<file path="src/rtl/c_table_if.sv">
// c_table_if: load and lookup signal bundle for the c_table C-table block.
// The master side streams counts and issues lookups; the slave side is the table.
interface c_table_if #(
    parameter int SYM_W  = 2,
    parameter int DATA_W = 8
);
    logic              load_valid;
    logic              load_ready;
    logic [DATA_W-1:0] load_cnt;
    logic              tbl_ready;
    logic [DATA_W-1:0] total;
    logic              ovf;
    logic              rd_en;
    logic [SYM_W-1:0]  rd_sym;
    logic              rd_valid;
    logic [DATA_W-1:0] rd_data;
    logic              rd_err;

    modport master (
        output load_valid, load_cnt, rd_en, rd_sym,
        input  load_ready, tbl_ready, total, ovf, rd_valid, rd_data, rd_err
    );

    modport slave (
        input  load_valid, load_cnt, rd_en, rd_sym,
        output load_ready, tbl_ready, total, ovf, rd_valid, rd_data, rd_err
    );
endinterface

</file>
<file path="src/rtl/c_table.sv">
// c_table: programmable FM-index C-table. Per-symbol occurrence counts are
// streamed in symbol order, prefix sums are built on the fly, and registered
// lookups of C[sym] are served once the table is complete.
// Optional feature macro: CTABLE_SENTINEL_EN -- when defined, the running sum
// starts at 1 to account for the FM-index terminator, offsetting every C value
// and the total by +1.
module c_table #(
    parameter int SYM_W   = 2,
    parameter int SYM_NUM = 4,
    parameter int DATA_W  = 8
) (
    input logic     clk,
    input logic     rst_n,
    input logic     clr,
    c_table_if.slave bus
);
    localparam int IDX_W = $clog2(SYM_NUM + 1);
    localparam logic [IDX_W-1:0] LAST_IDX = IDX_W'(SYM_NUM - 1);
`ifdef CTABLE_SENTINEL_EN
    localparam logic [DATA_W-1:0] BASE = DATA_W'(1);
`else
    localparam logic [DATA_W-1:0] BASE = '0;
`endif

    typedef enum logic [1:0] {
        IDLE,
        LOAD,
        DONE
    } state_t;

    state_t            state;
    logic [DATA_W-1:0] acc;
    logic [IDX_W-1:0]  idx;
    logic [DATA_W-1:0] c_reg [SYM_NUM];
    logic              ovf_q;
    logic              load_ready_q;
    logic              tbl_ready_q;
    logic              rd_valid_q;
    logic [DATA_W-1:0] rd_data_q;
    logic              rd_err_q;

    logic              xfer;
    logic [DATA_W:0]   sum;
    logic [DATA_W-1:0] lookup;
    logic              sym_ok;

    assign xfer = bus.load_valid && load_ready_q;
    assign sum  = {1'b0, acc} + {1'b0, bus.load_cnt};

    // Read mux: select C[rd_sym] and flag whether the symbol is in the alphabet.
    always_comb begin
        // NOTE: defaults first so every path assigns both outputs; no latch.
        lookup = '0;
        sym_ok = 1'b0;
        for (int i = 0; i < SYM_NUM; i++) begin
            if (bus.rd_sym == SYM_W'(i)) begin
                lookup = c_reg[i];
                sym_ok = 1'b1;
            end
        end
    end

    // Load FSM: accumulate counts into prefix sums; clr restarts loading.
    always_ff @(posedge clk or negedge rst_n) begin
        if (!rst_n) begin
            // NOTE: non-blocking everywhere in clocked logic so all state
            // updates see the pre-edge values.
            state        <= IDLE;
            acc          <= BASE;
            idx          <= '0;
            ovf_q        <= 1'b0;
            load_ready_q <= 1'b1;
            tbl_ready_q  <= 1'b0;
            // NOTE: the table is small flop storage, so it is reset to zero
            // rather than left undefined like a RAM would be.
            for (int i = 0; i < SYM_NUM; i++) c_reg[i] <= '0;
        end else if (clr) begin
            // Table contents are kept; they stay unreadable until DONE again.
            state        <= IDLE;
            acc          <= BASE;
            idx          <= '0;
            ovf_q        <= 1'b0;
            load_ready_q <= 1'b1;
            tbl_ready_q  <= 1'b0;
        end else begin
            case (state)
                IDLE, LOAD: begin
                    if (xfer) begin
                        for (int i = 0; i < SYM_NUM; i++) begin
                            if (idx == IDX_W'(i)) c_reg[i] <= acc;
                        end
                        acc <= sum[DATA_W-1:0];
                        if (sum[DATA_W]) ovf_q <= 1'b1;
                        idx <= idx + 1'b1;
                        if (idx == LAST_IDX) begin
                            state        <= DONE;
                            load_ready_q <= 1'b0;
                            tbl_ready_q  <= 1'b1;
                        end else begin
                            state <= LOAD;
                        end
                    end
                end
                DONE: begin
                    // Hold the table until clr or reset.
                end
                default: begin
                    state        <= IDLE;
                    load_ready_q <= 1'b1;
                    tbl_ready_q  <= 1'b0;
                end
            endcase
        end
    end

    // Lookup path: one-cycle registered read; data/err hold when idle.
    always_ff @(posedge clk or negedge rst_n) begin
        if (!rst_n) begin
            rd_valid_q <= 1'b0;
            rd_data_q  <= '0;
            rd_err_q   <= 1'b0;
        end else begin
            rd_valid_q <= bus.rd_en;
            if (bus.rd_en) begin
                if (!sym_ok || state != DONE) begin
                    rd_data_q <= '0;
                    rd_err_q  <= 1'b1;
                end else begin
                    rd_data_q <= lookup;
                    rd_err_q  <= 1'b0;
                end
            end
        end
    end

    assign bus.load_ready = load_ready_q;
    assign bus.tbl_ready  = tbl_ready_q;
    assign bus.total      = acc;
    assign bus.ovf        = ovf_q;
    assign bus.rd_valid   = rd_valid_q;
    assign bus.rd_data    = rd_data_q;
    assign bus.rd_err     = rd_err_q;
endmodule

</file>
<file path="src/flat_wrapper.sv">
// flat-port wrapper written by rule: the top's interface ports become plain ports
module c_table_flat 
#(
    parameter int SYM_W   = 2,
    parameter int SYM_NUM = 4,
    parameter int DATA_W  = 8
)
  (clk, rst_n, clr, bus_load_valid, bus_load_cnt, bus_rd_en, bus_rd_sym, bus_load_ready, bus_tbl_ready, bus_total, bus_ovf, bus_rd_valid, bus_rd_data, bus_rd_err);
  c_table_if #(.SYM_W(SYM_W), .DATA_W(DATA_W)) bus_i ();
  input logic clk;
  input logic rst_n;
  input logic clr;
  input wire logic [$bits(bus_i.load_valid)-1:0] bus_load_valid;
  input wire logic [$bits(bus_i.load_cnt)-1:0] bus_load_cnt;
  input wire logic [$bits(bus_i.rd_en)-1:0] bus_rd_en;
  input wire logic [$bits(bus_i.rd_sym)-1:0] bus_rd_sym;
  output wire logic [$bits(bus_i.load_ready)-1:0] bus_load_ready;
  output wire logic [$bits(bus_i.tbl_ready)-1:0] bus_tbl_ready;
  output wire logic [$bits(bus_i.total)-1:0] bus_total;
  output wire logic [$bits(bus_i.ovf)-1:0] bus_ovf;
  output wire logic [$bits(bus_i.rd_valid)-1:0] bus_rd_valid;
  output wire logic [$bits(bus_i.rd_data)-1:0] bus_rd_data;
  output wire logic [$bits(bus_i.rd_err)-1:0] bus_rd_err;
  assign bus_i.load_valid = bus_load_valid;
  assign bus_i.load_cnt = bus_load_cnt;
  assign bus_i.rd_en = bus_rd_en;
  assign bus_i.rd_sym = bus_rd_sym;
  assign bus_load_ready = bus_i.load_ready;
  assign bus_tbl_ready = bus_i.tbl_ready;
  assign bus_total = bus_i.total;
  assign bus_ovf = bus_i.ovf;
  assign bus_rd_valid = bus_i.rd_valid;
  assign bus_rd_data = bus_i.rd_data;
  assign bus_rd_err = bus_i.rd_err;
  c_table #(.SYM_W(SYM_W), .SYM_NUM(SYM_NUM), .DATA_W(DATA_W)) u_core (.clk(clk), .rst_n(rst_n), .clr(clr), .bus(bus_i));
endmodule
</file>
<file path="config.mk">
export PLATFORM = sky130hd
export DESIGN_NAME = c_table_flat
export DESIGN_NICKNAME = d
export VERILOG_FILES = /design/src/rtl/c_table_if.sv /design/src/rtl/c_table.sv /design/src/flat_wrapper.sv
export SDC_FILE = /design/constraint.sdc
export NUM_CORES = 1
export LEC_CHECK = 0
export BUFFER_PORTS_ARGS = -buffer_cell sky130_fd_sc_hd__buf_4
export CORE_UTILIZATION = 35
export DETAILED_ROUTE_END_ITERATION = 6
export MAX_ROUTING_LAYER = met4
export SYNTH_ARGS = -nofsm -noshare
export SYNTH_HDL_FRONTEND = slang
export SYNTH_SLANG_ARGS = --single-unit
</file>
<file path="constraint.sdc">
create_clock -name clk -period 2.4 [get_ports clk]
set_clock_uncertainty 0.1 [all_clocks]
set_input_delay 0.24 -clock clk [delete_from_list [all_inputs] [get_ports clk]]
set_output_delay 0.24 -clock clk [all_outputs]
set_load 0.02 [all_outputs]
</file>
=== Word level (Yosys, flattened, before mapping) ===
Cells that the tools add are included.

* Bits in registers: 58
* Input port bits: 15
* Word-level logic and storage cells: 78

* $add $sub $neg: 2
* Eq/ne operators: 12
* Mux-type cells: 32
* Bitwise logic cells: 1
* Reductions and logical operators: 18

{| class="wikitable"
|+ Operators by type and width
! operator !! count
|-
| 8-bit two-way mux || 8
|-
| 4-bit AND reduction || 4
|-
| 1-bit two-way mux || 15
|-
| 8-bit by 8-bit adder with 9-bit output || 1
|-
| 3-bit two-way mux || 3
|-
| 2-bit == test, second input constant || 3
|-
| 3-bit by 2-bit == test with 1-bit output, second input constant || 2
|-
| 2-bit two-way mux || 3
|-
| 3-bit by 2-bit != test with 1-bit output, second input constant || 2
|-
| 3-bit AND reduction || 2
|-
| 2-bit nonzero test || 3
|-
| 2-bit by 1-bit == test with 1-bit output, second input constant || 2
|-
| 2-bit zero test || 2
|-
| 2-bit != test, second input constant || 2
|-
| 1-bit one-hot mux with 2 select lines || 2
|-
| 2-bit one-hot mux with 2 select lines || 1
|-
| 2-bit AND reduction || 2
|-
| 3-bit by 1-bit adder with 3-bit output, second input constant || 1
|-
| 3-bit by 1-bit == test with 1-bit output, second input constant || 1
|-
| 3-bit zero test || 1
|-
| 2-bit OR reduction || 1
|-
| 1-bit logical AND || 1
|-
| 1-bit zero test || 1
|-
| 1-bit logical OR || 1
|-
| 1-bit inverter || 1
|}

=== Logic depth before layout (Yosys ltp) ===
* Depth after elaboration: 8
* Gate-level depth with buffers: 6
* Depth with buffers taken out: 6

=== Worst setup path before layout ===
OpenSTA, ideal clock, no wires.

* Path kind: reg2reg
* Start point: reg u_core.acc[0] (netlist: u_core.bus.total[0])
* End point: reg u_core.acc[6] (netlist: u_core.bus.total[6])
* Setup time: 0.122 ns
* Data arrival time: 1.980 ns
* Data required time: 2.178 ns
* Path slack: 0.199 ns
* Cell stages (with the launch flop): 7
* Buffers on the path: 0
* Cells stage by stage: dfrtp_1 -> ha_1 -> fa_1 -> a21oi_1 -> o211ai_1 -> or3_1 -> a32o_1

* Longest elaborated chain between the ends: 4

{| class="wikitable"
|+ Ends and longest elaborated chain
! what !! RTL line !! text
|-
| from (decl) || c_table.sv:32 || <nowiki>logic [DATA_W-1:0] acc;</nowiki>
|-
| from (signal assigned) || c_table.sv:92 || <nowiki>acc <= sum[DATA_W-1:0];</nowiki>
|-
| 8-bit by 8-bit adder with 9-bit output || c_table.sv:48 || <nowiki>assign sum = {1'b0, acc} + {1'b0, bus.load_cnt};</nowiki>
|-
| 8-bit two-way mux || c_table.sv:88 || <nowiki>if (xfer) begin</nowiki>
|-
| 8-bit two-way mux || c_table.sv:86 || <nowiki>case (state)</nowiki>
|-
| 8-bit two-way mux || c_table.sv:77 || <nowiki>end else if (clr) begin</nowiki>
|}

No other way between the ends. The select of a mux whose other input is x is not followed.
A chain may end at the register's enable or synchronous reset.

=== Worst setup path in the final report ===
Ends and elaborated chain as after synthesis.

==> impl_metrics.csv <==
group,metric,value,unit
die,die_y,92.5,um
die,die_area,0.00855,mm2
critical_path,startpoint_type,"flip-flop",
global_route,grt_antenna_before_repair,0,
die,rows,32,
die,start_util,36.7,%
global_route,grt_max_degree,59,
detailed_routing,wl,5640,um
yosys,yosys.area_share.simple,8.13,%
detailed_routing,via_per_inst,5.01,
timing,hold_viol_final,0,
clock_tree,h-tree-depth,3,
critical_path,crit_type,"flip-flop to flip-flop",
yosys,yosysUniqueCellTypes,43,
power,ir_drop,0.351,mV
yosys,yosysSeqAreaShare,50.7,%
yosys,synth-adder-area-share,6.38,%
timing,setup_viol,0,
critical_path,critPathLaunch,"u_core.bus.total[0]",
power,power_density,795,mW/mm2
critical_path,rr_startpoint,"u_core.bus.total[0]",
power,leakagePower,0.00162,uW
yosys,syn-instance-count,218,
cells_and_area,regArea,0.00145,mm2
yosys,synth_top_area_share,49.8,%
yosys,synth-edff-count,0,
timing,maxSlewViolCount,0,
yosys,mappedNetlistArea,0.00286,mm2
min_path,min_from,"bus_rd_en",
yosys,synth_area_per_cell,13.1,um2
cells_and_area,area_growth,19.2,%
die,die_w,92.5,um
yosys,muxShareOfSynthArea,19.2,%
yosys,synth_seq_cells,58,
cells_and_area,fin_nets,290,
critical_path,cp_slowest_cell,"fa_1",
timing,fin_tns_setup,0,ps
min_path,hold_path_class,"input port to flip-flop",
placed_design,gp_congestion,0.756,
cells_and_area,design_area,0.00341,mm2
placed_design,place_hpwl,3960,um
clock_tree,cts_num_sinks,58,
yosys,async_flop_share,100,%
cells_and_area,final_cell_mix,"dfrtp_1 (57), buf_4 (36), mux2_2 (32)",
clock_tree,cts-buffers-inserted,9,
yosys,synth_warnings,0,
cells_and_area,n_antenna_cell,0,
critical_path,worstSetupEndpointType,"flip-flop",
detailed_routing,via_count,1832,
placed_design,placed_area,0.00323,mm2
cells_and_area,largest_reg_flops,32,
timing,rsz0062_at_grt,"false",
placed_design,portBuffers,35,
die,pin_count,36,
detailed_routing,drtAntennaViolNets,0,
global_route,first_global_vias,1834,
global_route,grt_overflow,0,
clock_tree,cts-root-buf,"clkbuf_8",
clock_tree,cts_tree,"yes",
cells_and_area,drive_gt1_share,38.3,%
detailed_routing,drtPass1Iterations,4,
clock_tree,clock_latency,320,ps
critical_path,crit_chain,"ha_1 > fa_1 > a21oi_1 > o211ai_1 > or3_1 > a32o_1",
detailed_routing,wl_per_cell,15.4,um
global_route,grt_pass1_wl,9400,um
cells_and_area,final_common_cell,"dfrtp_1",
yosys,synthXorXnorAreaFrac,0.612,%
global_route,grt_usage,15.1,%
cells_and_area,multi_input_area,0.00129,mm2
critical_path,worstPathRequired,2510,ps
critical_path,cp_slowest_stage_delay,410,ps
detailed_routing,detail_route.iter0.violations,77,
critical_path,cp_max_fo,3,
yosys,synth_top_family_by_area,"multiplexers",
timing,fin_crit_sh,91.3,%
run,cap_violations,0,
run_status,status,"complete, no violations",
yosys,synth_compound_area_share,10.7,%
die,coreArea,0.00781,mm2
yosys,yosysTopAreaCell,"dfrtp_1",
clock_tree,clk_pin_slew,60,ps
clock_tree,ctsResizeCount,0,
critical_path,cp_data_arrival_time,2310,ps
detailed_routing,drc,0,
yosys,yosys_most_used_dff,"dfrtp_1",
timing,fmax,0.456,GHz
clock_tree,ctsLongestPathBuffers,2,
clock_tree,cts_hold_buffers,1,
yosys,synth_nets,247,
clock_tree,postCtsSetupRepairBufs,0,
timing,tightestPinTransition,723,ps
power,finalPower,2710,uW
timing,slew_headroom,51.8,%
timing,fin_crit,2190,ps
cells_and_area,fillers,730,
yosys,synthTopCellsByArea,"dfrtp_1 (50%), mux2_2 (13%), mux4_2 (6.3%), ha_1 (5.7%), inv_1 (3.0%)",
cells by family after synthesis:
family | Yosys count
AOI/OAI and AO/OA | 44
xor gates and xnor gates | 2
adders and majority gates | 14
buffers and inverters | 28
DFF | 58
muxes | 41
and+or+nand+nor | 31
final timing paths:
check	end	depth (start not counted)	slack [ps]
min in group asynchronous	u_core.c_reg[30]	2	430
setup reg to reg	u_core.bus.total[6]	6	210
hold reg to reg	u_core.bus.rd_err	1	380
max in group asynchronous	u_core.c_reg[6]	2	1300
hold / removal	u_core.bus.rd_valid	1	20
setup / recovery	u_core.bus.total[6]	6	210
through the flow:
stage,cells,setup WS [ps],utilization (%),hold WS [ps]
floorplan,218,199,-,-156
global placement,351,287,41.3,257
detailed placement,351,239,41.3,257
CTS,366,230,43.7,3.15
global route,366,99.3,43.7,11.8
finish,366,209,43.7,18.2
final cells by class:
cell class              count  area share, %
multi-input cells         132           37.8
clock inverters             2          0.366
clock buffers              12           4.84
inverters                  23           2.53
repair buffers             37           8.21
well taps                 102           3.74
flip-flops and latches     58           42.5
where the power goes:
group / internal [uW] / switching (uW) / leakage [uW]
logic: 340 / 280 / 0.000752
registers: 1160 / 130 / 0.000775
clock network: 446 / 360 / 0.0000903
metal layers:
metal	wire length (um)	share of wire, %	track usage [%]	vias to the layer above
met2	2600	46	21.9	38
met4	70	1.2	6.25	0
met1	2780	49	20.1	906
met3	190	3.4	3.86	5
met5	0	0	-	-
li1	-	-	-	883
critical path: cells and delay by family, from the launching register on:
kind	cells	cell delay (ps)
adders and majority gates	2	650
DFF	1	370
AOI/OAI and AO/OA	3	640
and+or+nand+nor	1	330
synthesized netlist by cell type (2+ instances only):
library cell,count
o211ai_1,2
buf_6,2
a22o_1,3
o21ai_0,10
a21oi_1,3
mux4_2,8
nor2_1,3
nand2_1,8
a211oi_1,2
inv_1,23
ha_1,13
nand3_1,3
clkbuf_1,2
nor3b_1,3
a21o_1,2
nand2_4,4
mux2_2,32
nand3b_1,3
dfrtp_1,57
o22ai_1,10
o31ai_1,3
Power figures use the tool's default switching activity.
